### src/rtl/student_pkg.sv
// Shared types and constants for the student_ arithmetic blocks.
// Latency: none (declarations only).
// Backpressure: n/a.
package student_pkg;

  localparam int MULT_W = 16;

  // 2'd3 is never produced; the multiplier treats it as IDLE.
  typedef enum logic [1:0] {
    S_IDLE = 2'd0,
    S_RUN  = 2'd1,
    S_DONE = 2'd2
  } state_t;

endpackage

### src/rtl/student_mult16_if.sv
// Request/result bundle between a multiplier client and student_mult16.
// Latency: none (wires only).
// Backpressure: client may only expect start to be taken while ready=1.
interface student_mult16_if;
  import student_pkg::*;

  logic                  start;
  logic [MULT_W-1:0]     a;
  logic [MULT_W-1:0]     b;
  logic                  ready;
  logic                  busy;
  logic                  done;
  logic [2*MULT_W-1:0]   product;

  modport master (output start, a, b, input ready, busy, done, product);
  modport slave  (input start, a, b, output ready, busy, done, product);
endinterface

### src/rtl/student_add16.sv
// 16-bit ripple-carry adder with carry out, one full-adder cell per bit.
// Latency: combinational.
// Backpressure: none.
module student_add16 (
  input  logic [15:0] a,
  input  logic [15:0] b,
  output logic [15:0] s,
  output logic        cout
);

  logic [16:0] c;

  assign c[0] = 1'b0;

  // Full-adder cells chained through c.
  for (genvar i = 0; i < 16; i++) begin : g_fa
    logic p;
    assign p      = a[i] ^ b[i];
    assign s[i]   = p ^ c[i];
    assign c[i+1] = (a[i] & b[i]) | (c[i] & p);
  end

  assign cout = c[16];

endmodule

### src/rtl/student_and16.sv
// 16-bit bitwise AND gate bank, used to gate the multiplicand per step.
// Latency: combinational.
// Backpressure: none.
module student_and16 (
  input  logic [15:0] a,
  input  logic [15:0] b,
  output logic [15:0] y
);

  assign y = a & b;

endmodule

### src/rtl/student_mult16.sv
// Sequential unsigned 16x16->32 shift-add multiplier, one partial product per cycle.
// Latency: accept edge N -> done high after edge N+16 -> ready again after edge N+17.
// Backpressure: start only taken in IDLE (ready=1); ignored in RUN/DONE.
module student_mult16
  import student_pkg::*;
#(
  parameter int WIDTH = MULT_W,
  parameter int CNT_W = 5
) (
  input  logic             clk,
  input  logic             reset,
  student_mult16_if.slave  bus
);

  state_t             state;
  logic [CNT_W-1:0]   count;
  logic [WIDTH-1:0]   mcand;
  logic [WIDTH-1:0]   hi;
  logic [WIDTH-1:0]   lo;
  logic [2*WIDTH-1:0] product;
  logic               ready_r;
  logic               busy_r;
  logic               done_r;

  logic [WIDTH-1:0]   pp;
  logic [WIDTH-1:0]   sum;
  logic               cout;

  // Partial product: multiplicand gated by the current multiplier LSB.
  student_and16 u_and (
    .a (mcand),
    .b ({WIDTH{lo[0]}}),
    .y (pp)
  );

  // Accumulate into the upper half; carry is kept by the right shift below.
  student_add16 u_add (
    .a    (hi),
    .b    (pp),
    .s    (sum),
    .cout (cout)
  );

  assign bus.ready   = ready_r;
  assign bus.busy    = busy_r;
  assign bus.done    = done_r;
  assign bus.product = product;

  // FSM, iteration counter, working registers and registered status outputs.
  always_ff @(posedge clk) begin
    if (reset) begin
      state   <= S_IDLE;
      count   <= '0;
      mcand   <= '0;
      hi      <= '0;
      lo      <= '0;
      product <= '0;
      ready_r <= 1'b1;
      busy_r  <= 1'b0;
      done_r  <= 1'b0;
    end else begin
      case (state)
        S_RUN: begin
          hi    <= {cout, sum[WIDTH-1:1]};
          lo    <= {sum[0], lo[WIDTH-1:1]};
          count <= count + 1'b1;
          if (count == CNT_W'(WIDTH-1)) begin
            state   <= S_DONE;
            product <= {cout, sum, lo[WIDTH-1:1]};
            busy_r  <= 1'b0;
            done_r  <= 1'b1;
          end
        end
        S_DONE: begin
          state   <= S_IDLE;
          done_r  <= 1'b0;
          ready_r <= 1'b1;
        end
        default: begin
          // IDLE (and the unused encoding): wait for a request.
          if (bus.start) begin
            mcand   <= bus.a;
            hi      <= '0;
            lo      <= bus.b;
            count   <= '0;
            state   <= S_RUN;
            ready_r <= 1'b0;
            busy_r  <= 1'b1;
            done_r  <= 1'b0;
          end else begin
            state   <= S_IDLE;
            ready_r <= 1'b1;
            busy_r  <= 1'b0;
            done_r  <= 1'b0;
          end
        end
      endcase
    end
  end

endmodule
### src/flat_wrapper.sv
// flat-port wrapper written by rule: the top's interface ports become plain ports
module student_mult16_flat import student_pkg::*;
#(
  parameter int WIDTH = MULT_W,
  parameter int CNT_W = 5
)
  (clk, reset, bus_start, bus_a, bus_b, bus_ready, bus_busy, bus_done, bus_product);
  student_mult16_if bus_i ();
  input  logic clk;
  input  logic reset;
  input wire logic [$bits(bus_i.start)-1:0] bus_start;
  input wire logic [$bits(bus_i.a)-1:0] bus_a;
  input wire logic [$bits(bus_i.b)-1:0] bus_b;
  output wire logic [$bits(bus_i.ready)-1:0] bus_ready;
  output wire logic [$bits(bus_i.busy)-1:0] bus_busy;
  output wire logic [$bits(bus_i.done)-1:0] bus_done;
  output wire logic [$bits(bus_i.product)-1:0] bus_product;
  assign bus_i.start = bus_start;
  assign bus_i.a = bus_a;
  assign bus_i.b = bus_b;
  assign bus_ready = bus_i.ready;
  assign bus_busy = bus_i.busy;
  assign bus_done = bus_i.done;
  assign bus_product = bus_i.product;
  student_mult16 #(.WIDTH(WIDTH), .CNT_W(CNT_W)) u_core (.clk(clk), .reset(reset), .bus(bus_i));
endmodule
### config.mk
export PLATFORM = sky130hd
export DESIGN_NAME = student_mult16_flat
export DESIGN_NICKNAME = d
export VERILOG_FILES = /design/src/rtl/student_pkg.sv /design/src/rtl/student_mult16_if.sv /design/src/rtl/student_add16.sv /design/src/rtl/student_and16.sv /design/src/rtl/student_mult16.sv /design/src/flat_wrapper.sv
export SDC_FILE = /design/constraint.sdc
export NUM_CORES = 1
export LEC_CHECK = 0
export CORE_MARGIN = 10
export CORE_UTILIZATION = 46
export CTS_BUF_LIST = sky130_fd_sc_hd__clkbuf_8
export CTS_CLUSTER_DIAMETER = 120
export DETAILED_ROUTE_END_ITERATION = 10
export GPL_TIMING_DRIVEN = 0
export PLACE_DENSITY_LB_ADDON = 0.05
export SYNTH_ARGS = -nofsm -noshare
export SYNTH_HDL_FRONTEND = slang
export SYNTH_SLANG_ARGS = --single-unit
### constraint.sdc
create_clock -name clk -period 9.7 [get_ports clk]
set_clock_uncertainty 0.15 [all_clocks]
set_input_delay 1.94 -clock clk [delete_from_list [all_inputs] [get_ports clk]]
set_output_delay 1.94 -clock clk [all_outputs]
set_load 0.01 [all_outputs]
After elaboration in Yosys (flattened, before gate mapping)

Cells that the tools add are included.

$add $sub $neg: 1
Bitwise operators: 81
Mux-type cells: 14
Reduce and logical (&&, ||, !) cells: 7
Equal/unequal tests: 4

Operators with widths:

| operator              | number |
|---|---|
| $pmux W16 S2          | 2 |
| $mux W16              | 2 |
| $and A1 B1 Y1         | 31 |
| $xor A1 B1 Y1         | 31 |
| $and A16 B16 Y16      | 1 |
| $or A1 B1 Y1          | 15 |
| $pmux W5 S2           | 1 |
| $reduce_and A2 Y1     | 4 |
| $add A5 B1 Y5 const B | 1 |
| $eq A5 B4 Y1 const B  | 1 |
| $mux W5               | 1 |
| $mux W1               | 4 |
| $pmux W1 S2           | 2 |
| $pmux W2 S2           | 1 |
| $reduce_or A2 Y1      | 2 |
| $not A1 Y1            | 3 |
| $eq A2 B1 Y1 const B  | 1 |
| $eq A2 B2 Y1 const B  | 1 |
| $mux W2               | 1 |
| $ne A2 B1 Y1 const B  | 1 |
| $reduce_bool A2 Y1    | 1 |

Word-level logic and storage cells: 116
Bits of input ports: 35
Bits in registers: 90

Longest topological paths before layout

Gate-level depths: netlist of run 1.

Depth after elaboration: 33
Gate-level depth with buffers: 21

By module

A second synthesis of run 1 with hierarchy kept.

Cell total of the unflattened synthesis: 433
Area total of the unflattened synthesis: 3844.9 um^2

Modules (own cells, without submodules):

| module         | instances | cells an instance | area an instance (um^2) |
|---|---|---|---|
| student_mult16 | 1         | 390               | 3387.0 |
| student_add16  | 1         | 27                | 357.8 |
| student_and16  | 1         | 16                | 100.1 |

Least setup slack after synthesis of run 1

No wires, ideal clock.

Path type: register to register
Start: register u_core.lo[0]
End: register u_core.hi[14]
Path buffers: 1
Path slack: 2.028 ns
Arrival time: 7.395 ns
Setup time: 0.128 ns
Stages on the path, launching flop included: 22
Period minus slack after synthesis: 7.672 ns
Cell sequence: dfxtp_1 > clkbuf_1 > and2_1 > ha_1 > inv_1 > fa_1 > fa_1 > fa_1 > fa_1 > fa_1 > fa_1 > fa_1 > fa_1 > fa_1 > fa_1 > fa_1 > fa_1 > fa_1 > fa_1 > fa_1 > a2bb2oi_1 > nor2_1

Word-level cells in the longest chain between the ends: 32

RTL lines:

| element                                               | RTL line                                 | text |
|---|---|---|
| start: declaration                                    | student_mult16.sv:19                     | `logic [WIDTH-1:0] lo;` |
| start signal: assignment                              | student_mult16.sv:65                     | `lo <= {sum[0], lo[WIDTH-1:1]};` |
| start signal: assignment                              | student_mult16.sv:84                     | `lo <= bus.b;` |
| $and A16 B16 Y16 (*)                                  | student_and16.sv:10                      | `assign y = a & b;` |
| $and A1 B1 Y1 / $xor A1 B1 Y1 (equally long branches) | student_add16.sv:20, student_add16.sv:18 |  |
| $and A1 B1 Y1                                         | student_add16.sv:20                      | `assign c[i+1] = (a[i] & b[i]) \| (c[i] & p);` |
| $or A1 B1 Y1                                          | student_add16.sv:20                      |  |
| $and A1 B1 Y1                                         | student_add16.sv:20                      |  |
| $or A1 B1 Y1                                          | student_add16.sv:20                      |  |
| $and A1 B1 Y1                                         | student_add16.sv:20                      |  |
| $or A1 B1 Y1                                          | student_add16.sv:20                      |  |
| (+16 left out)                                        | --                                       |  |
| $and A1 B1 Y1                                         | student_add16.sv:20                      |  |
| $or A1 B1 Y1                                          | student_add16.sv:20                      |  |
| $and A1 B1 Y1                                         | student_add16.sv:20                      |  |
| $or A1 B1 Y1                                          | student_add16.sv:20                      |  |
| $and A1 B1 Y1                                         | student_add16.sv:20                      |  |
| $or A1 B1 Y1                                          | student_add16.sv:20                      |  |
| $xor A1 B1 Y1 (*)                                     | student_add16.sv:19                      | `assign s[i] = p ^ c[i];` |
| $pmux W16 S2 (*)                                      | student_mult16.sv:62                     | `case (state)` |
| end signal: assignment                                | student_mult16.sv:64                     | `hi <= {cout, sum[WIDTH-1:1]};` |
| end: declaration                                      | student_mult16.sv:18                     | `logic [WIDTH-1:0] hi;` |

Every way passes the cells marked *; elsewhere a longest branch is shown, timed or not.
A chain may end at the register's enable or synchronous reset.

Final worst setup path of run 1

Same ends and word-level chain as after synthesis.

==> results of run 1 <==
==> path summary, 6_finish.rpt <==
kind / from / end / slack, ns / cells after the start
worst max-delay path: u_core.lo[0]$_SDFFE_PP0P_ / u_core.hi[14]$_SDFFE_PP0P_ / 1.57 / 21
worst min-delay path: u_core.bus.product[15]$_SDFFE_PP0P_ / u_core.bus.product[15]$_SDFFE_PP0P_ / 0.31 / 2
worst min register to register: u_core.bus.product[15]$_SDFFE_PP0P_ / u_core.bus.product[15]$_SDFFE_PP0P_ / 0.31 / 2
worst max register to register: u_core.lo[0]$_SDFFE_PP0P_ / u_core.hi[14]$_SDFFE_PP0P_ / 1.57 / 21
==> power groups by stage <==
stage	Clock [W]	Combinational, W	Sequential, W
floorplan	0	0.0000461	0.000396
global placement	0	0.0000737	0.000397
detailed placement	0	0.0000749	0.000397
CTS	0.000267	0.0000751	0.000389
global route	0.000281	0.0000827	0.000391
finish	0.000260	0.0000742	0.000389
==> sequential cells by signal, summed over array words and instances (netlist names) <==
register	cells
u_core.bus.ready	1
u_core.state	2
u_core.bus.done	1
u_core.count	5
u_core.bus.product	32
u_core.mcand	16
u_core.hi	16
u_core.lo	16
u_core.bus.busy	1
==> placed cells by master, fill, tap and decap left out, types with 5 or more instances in the layout <==
master,netlist,layout
a21oi_1,34,34
a2bb2oi_1,17,17
nor2_1,56,56
fa_1,15,15
a211oi_1,32,32
mux2i_1,18,18
buf_2,13,13
ha_1,5,5
inv_1,19,19
clkdlybuf4s50_1,0,68
dfxtp_1,90,90
clkbuf_1,11,11
nand2_1,83,83
clkbuf_8,0,10
==> layer usage <==
| metal | track usage, % | part of all wire [%] |
|---|---|---|
| met1 | 19.29 | 47 |
| met2 | 23.98 | 48 |
| met3 | 3.084 | 4.0 |
| met4 | 5.827 | 1.1 |
| met5 | 0 | 0 |
==> per-stage QoR <==
stage / total power [W] / utilization (%) / cells / area [um2]
finish: 0.0007229 / 59.42 / 611 / 4833
global placement: 0.0004707 / 56.91 / 595 / 4629
detailed placement: 0.0004723 / 56.91 / 595 / 4629
CTS: 0.0007309 / 59.42 / 611 / 4833
floorplan: 0.0004418 / - / 422 / 3817
global route: 0.0007541 / 59.42 / 611 / 4833
==> cell families (layout without fill, tap and decap cells) <==
| logic type | count (synthesis) | after routing | share of synthesized area [%] |
|---|---|---|---|
| muxes | 18 | 18 | 4.720 |
| AOI/OAI and AO/OA | 90 | 90 | 15.93 |
| buffers and inverters | 50 | 134 | 6.227 |
| adders and majority gates | 20 | 20 | 9.505 |
| DFF | 90 | 90 | 47.20 |
| and+or+nand+nor | 154 | 154 | 16.42 |
==> cell type report <==
| type | instances | area, um2 |
|---|---|---|
| Buffer | 31 | 166.4 |
| Clock buffer | 10 | 137.6 |
| Clock inverter | 6 | 66.31 |
| Fill cell | 746 | 3301 |
| Inverter | 19 | 71.32 |
| Multi-Input combinational cell | 282 | 1778 |
| Sequential cell | 90 | 1802 |
| Tap cell | 105 | 131.4 |
| Timing Repair Buffer | 68 | 680.7 |
==> worst max-delay path, cell delays in order (launching register included) <==
cell	delay, ns
dfxtp_1	0.31
clkbuf_1	0.38
and2_1	0.20
ha_1	0.14
inv_1	0.05
fa_1	0.42
fa_1	0.43
fa_1	0.43
fa_1	0.42
fa_1	0.42
fa_1	0.43
fa_1	0.42
fa_1	0.42
fa_1	0.42
fa_1	0.43
fa_1	0.45
fa_1	0.45
fa_1	0.43
fa_1	0.42
fa_1	0.55
a2bb2oi_1	0.18
nor2_1	0.05
==> impl_metrics.yaml, run 1 <==
timing:
  layout_min_cycle_time_ns: 8.126
  hold_viol: 0
  rsz0062_at_grt: "false"
  fin_tns_setup_ns: 0
  finalMaxSlewViolations: 0
  tightest_slew_ns: 0.6043
  maxSlewHeadroom_pct: 59.71
  setup_violations: 0
  max_freq_mhz: 123.1
  fin_ws_ns: 1.574
  fin_crit_sh_pct: 83.77
  whs_ns: 0.3062
grt:
  grt_max_degree: 16
  antenna_found_initial: 0
  grt_pass1_vias: 3078
  grt-ovfl-total: 0
  grt_pass1_wl_um: 15530
  track_usage_pct: 14.99
drt:
  drt-vias-per-instance: 4.995
  ant_nets: 0
  first_iter_violations: 119
  vias: 3052
  dr.pass1.iters: 4
  post-route-drc-count: 0
  wl_per_cell_um: 14.77
  wirelength_um: 9027
cts:
  hold_buffers: 0
  clock_sinks: 90
  root_buffer: "clkbuf_8"
  numCtsBuffers: 9
  post_cts_buffers: 0
  cts_buffer_depth: 2
  tritoncts: "done"
  insertion_delay_ns: 0.35
  htreeDepth: 3
  cts_resized: 0
  cts.clk_slew.worst_paths_ns: 0.08
power_and_ir_drop:
  peakVddDrop_mv: 0.05797
  switching_share_pct: 24.92
  p_int_w: 0.0005428
  clock_power_share_pct: 36.0
  p_switching_w: 0.0001801
  power_frac_seq_pct: 53.8
  p_comb_share_pct: 10.3
  pwr_density_cell_mw_per_mm2: 149.6
  p_leak_nw: 1.612
synth:
  synthesis.nets: 477
  synth.most_common_cell: "dfxtp_1"
  synth-seq-cells: 90
  synth_top_area_cell: "dfxtp_1"
  ys_seq_area_share_pct: 47.20
  yosysWarnings: 0
  synthTopCellsByArea: "dfxtp_1, nand2_1, fa_1, a211oi_1, nor2_1"
  synth.distinct_cells: 32
  synth.top_cells.by_count: "dfxtp_1, nand2_1, nor2_1"
  syn_area_mm2: 0.003817
  synth_edf_count: 0
  yosys_most_used_dff: "dfxtp_1"
  synthCells: 422
  avgSynthCellArea_um2: 9.046
  synth_top_area_share_pct: 47.20
  synth-async-reset-ratio_pct: 0
die:
  dieArea_mm2: 0.01234
  dieWidth_um: 111.1
  io_pins: 70
  core_mm2: 0.008134
  std_cell_rows: 33
  die_h_um: 111.1
  initial_utilization_pct: 46.93
critical_path:
  cp-end-kind: "flop"
  worstPathRequired_ns: 9.78
  cp_max_fo: 8
  arrival_ns: 8.20
  start_kind: "flop"
  worst-setup-path-type: "flop to flop"
status:
  status: "completed"
cells_and_area:
  area_growth_syn_to_layout_pct: 26.61
  antenna_cells: 0
  nets: 556
  drive_gt1_share_pct: 7.708
min_path:
  min_path_type: "flop to flop"
place:
  place_congestion: 0.8190
  dp_hpwl_um: 6720
  io_buffers: 68
  post-place-ws_ns: 1.523
flow_run:
  drv_cap: 0
No activity file was read; power rests on OpenSTA's default activity.
==> run 2: changes to the inputs <==
==> constraint.sdc (replaced) <==
create_clock -name clk -period 7.4 [get_ports clk]
set_clock_uncertainty 0.15 [all_clocks]
set_input_delay 1.48 -clock clk [delete_from_list [all_inputs] [get_ports clk]]
set_output_delay 1.48 -clock clk [all_outputs]
set_load 0.01 [all_outputs]
==> impl_metrics.yaml, run 2 (synthesized netlist as in run 1, its figures left out) <==
place:
  post-place-ws_ns: -0.4030
  place_congestion: 0.8191
  dp_hpwl_um: 6750
  io_buffers: 68
cells_and_area:
  area_growth_syn_to_layout_pct: 27.53
  nets: 556
  drive_gt1_share_pct: 10.67
  final_cell_mix: "dfxtp_1, nand2_1, clkdlybuf4s50_1"
  multi_input_area_mm2: 0.001813
  layout_commonest_cell: "dfxtp_1"
  largest_reg_flops: 32
  regMostFlops: "u_core.bus.product"
  seqCellArea_mm2: 0.001802
  antenna_cells: 0
  post-route-util_pct: 59.85
  fillers: 781
die:
  die_h_um: 111.1
  std_cell_rows: 33
  dieWidth_um: 111.1
  io_pins: 70
  dieArea_mm2: 0.01234
  initial_utilization_pct: 46.93
  core_mm2: 0.008134
min_path:
  min_path_type: "flop to flop"
drt:
  wl_per_cell_um: 15.05
  first_iter_violations: 101
  dr.pass1.iters: 4
  drt-vias-per-instance: 5.061
  ant_nets: 0
  post-route-drc-count: 0
  wirelength_um: 9195
  vias: 3092
critical_path:
  worst-setup-path-type: "flop to flop"
  cp-end-kind: "flop"
  start_kind: "flop"
  worstPathRequired_ns: 7.48
  cp_max_fo: 8
  arrival_ns: 7.21
cts:
  root_buffer: "clkbuf_8"
  numCtsBuffers: 9
  insertion_delay_ns: 0.36
  cts_buffer_depth: 2
  clock_sinks: 90
  htreeDepth: 3
  tritoncts: "done"
  cts.clk_slew.worst_paths_ns: 0.09
timing:
  max_freq_mhz: 140.3
  setup_violations: 0
  rsz0062_at_grt: "false"
  finalMaxSlewViolations: 0
  hold_viol: 0
  maxSlewHeadroom_pct: 58.38
  fin_crit_sh_pct: 96.32
  layout_min_cycle_time_ns: 7.127
  whs_ns: 0.3058
  fin_tns_setup_ns: 0
  fin_ws_ns: 0.2726
  tightest_slew_ns: 0.6243
power_and_ir_drop:
  p_switching_w: 0.0002395
  clock_power_share_pct: 35.4
  total_power_w: 0.0009425
  pwr_density_cell_mw_per_mm2: 193.6
  power_frac_seq_pct: 54.1
  peakVddDrop_mv: 0.09878
  p_comb_share_pct: 10.5
  p_leak_nw: 1.639
  switching_share_pct: 25.42
  p_int_w: 0.0007029
flow_run:
  drv_cap: 0
grt:
  grt_max_degree: 16
  antenna_found_initial: 0
  grt-ovfl-total: 0
  grt_pass1_wl_um: 15490
  grt_pass1_vias: 3118
  track_usage_pct: 15.00
status:
  status: "completed"
==> run 2: cell count changes in the layout (fill, tap and decap cells not counted), sizes merged <==
cell	change
clkinv	+3
clkinvlp	-2
clkbuf	-1
==> run 2: power groups by stage <==
stage	sequential [W]	clock, W	combinational [W]
finish	0.000510	0.000334	0.0000987
global route	0.000513	0.000360	0.000110
CTS	0.000510	0.000340	0.0000997
detailed placement	0.000521	0	0.0000983
global placement	0.000520	0	0.0000970
floorplan	0.000519	0	0.0000607
==> run 2: worst paths after layout <==
| check | slack (ns) | to | cells past startpoint | startpoint |
|---|---|---|---|---|
| worst min register to register | 0.31 | u_core.bus.product[0]$_SDFFE_PP0P_ | 2 | u_core.bus.product[0]$_SDFFE_PP0P_ |
| worst max register to register | 0.27 | u_core.hi[14]$_SDFFE_PP0P_ | 21 | u_core.lo[0]$_SDFFE_PP0P_ |
| worst max-delay path | 0.27 | u_core.hi[14]$_SDFFE_PP0P_ | 21 | u_core.lo[0]$_SDFFE_PP0P_ |
| worst min-delay path | 0.31 | u_core.bus.product[0]$_SDFFE_PP0P_ | 2 | u_core.bus.product[0]$_SDFFE_PP0P_ |
==> run 2: cell type report <==
type                       count  area share, %
multi-input combinational    282          37.24
buffer                        31          3.624
inverter                      19          1.465
clock buffer                   9          2.544
timing repair buffer          68          13.98
sequential                    90          37.01
tap                          105          2.699
clock inverter                 7          1.439
==> run 2: per-layer routing <==
| metal | global-route usage (%) | up-vias | wire length, um |
|---|---|---|---|
| li1 | - | 1562 | - |
| met3 | 4.383 | 8 | 498 |
| met1 | 19.02 | 1461 | 4233 |
| met4 | 3.599 | 0 | 85 |
| met5 | 0 | - | 0 |
| met2 | 24.41 | 61 | 4378 |
==> run 2: what timing repair did <==
item	CTS	global route
hold buffers	0	0
setup buffers	0	0
endpoints found under the hold margin	0	0
resized for setup	8	4
endpoints found under the setup margin	5	4
==> run 2: through the flow <==
step                      instances  area, um2
final                           611       4868
after global routing            611       4868
after CTS                       611       4858
after detailed placement        595       4641
after global placement          595       4641
after floorplan                 422       3829
==> run 2: worst max-delay path, cell delays in order (launching register included) <==
cell	delay [ns]
dfxtp_1	0.33
clkbuf_8	0.17
and2_1	0.13
ha_1	0.14
inv_1	0.05
fa_2	0.37
fa_2	0.38
fa_2	0.38
fa_2	0.38
fa_2	0.39
fa_2	0.38
fa_2	0.37
fa_2	0.38
fa_2	0.37
fa_2	0.38
fa_2	0.37
fa_2	0.38
fa_2	0.38
fa_2	0.37
fa_1	0.54
a2bb2oi_1	0.18
nor2_1	0.05
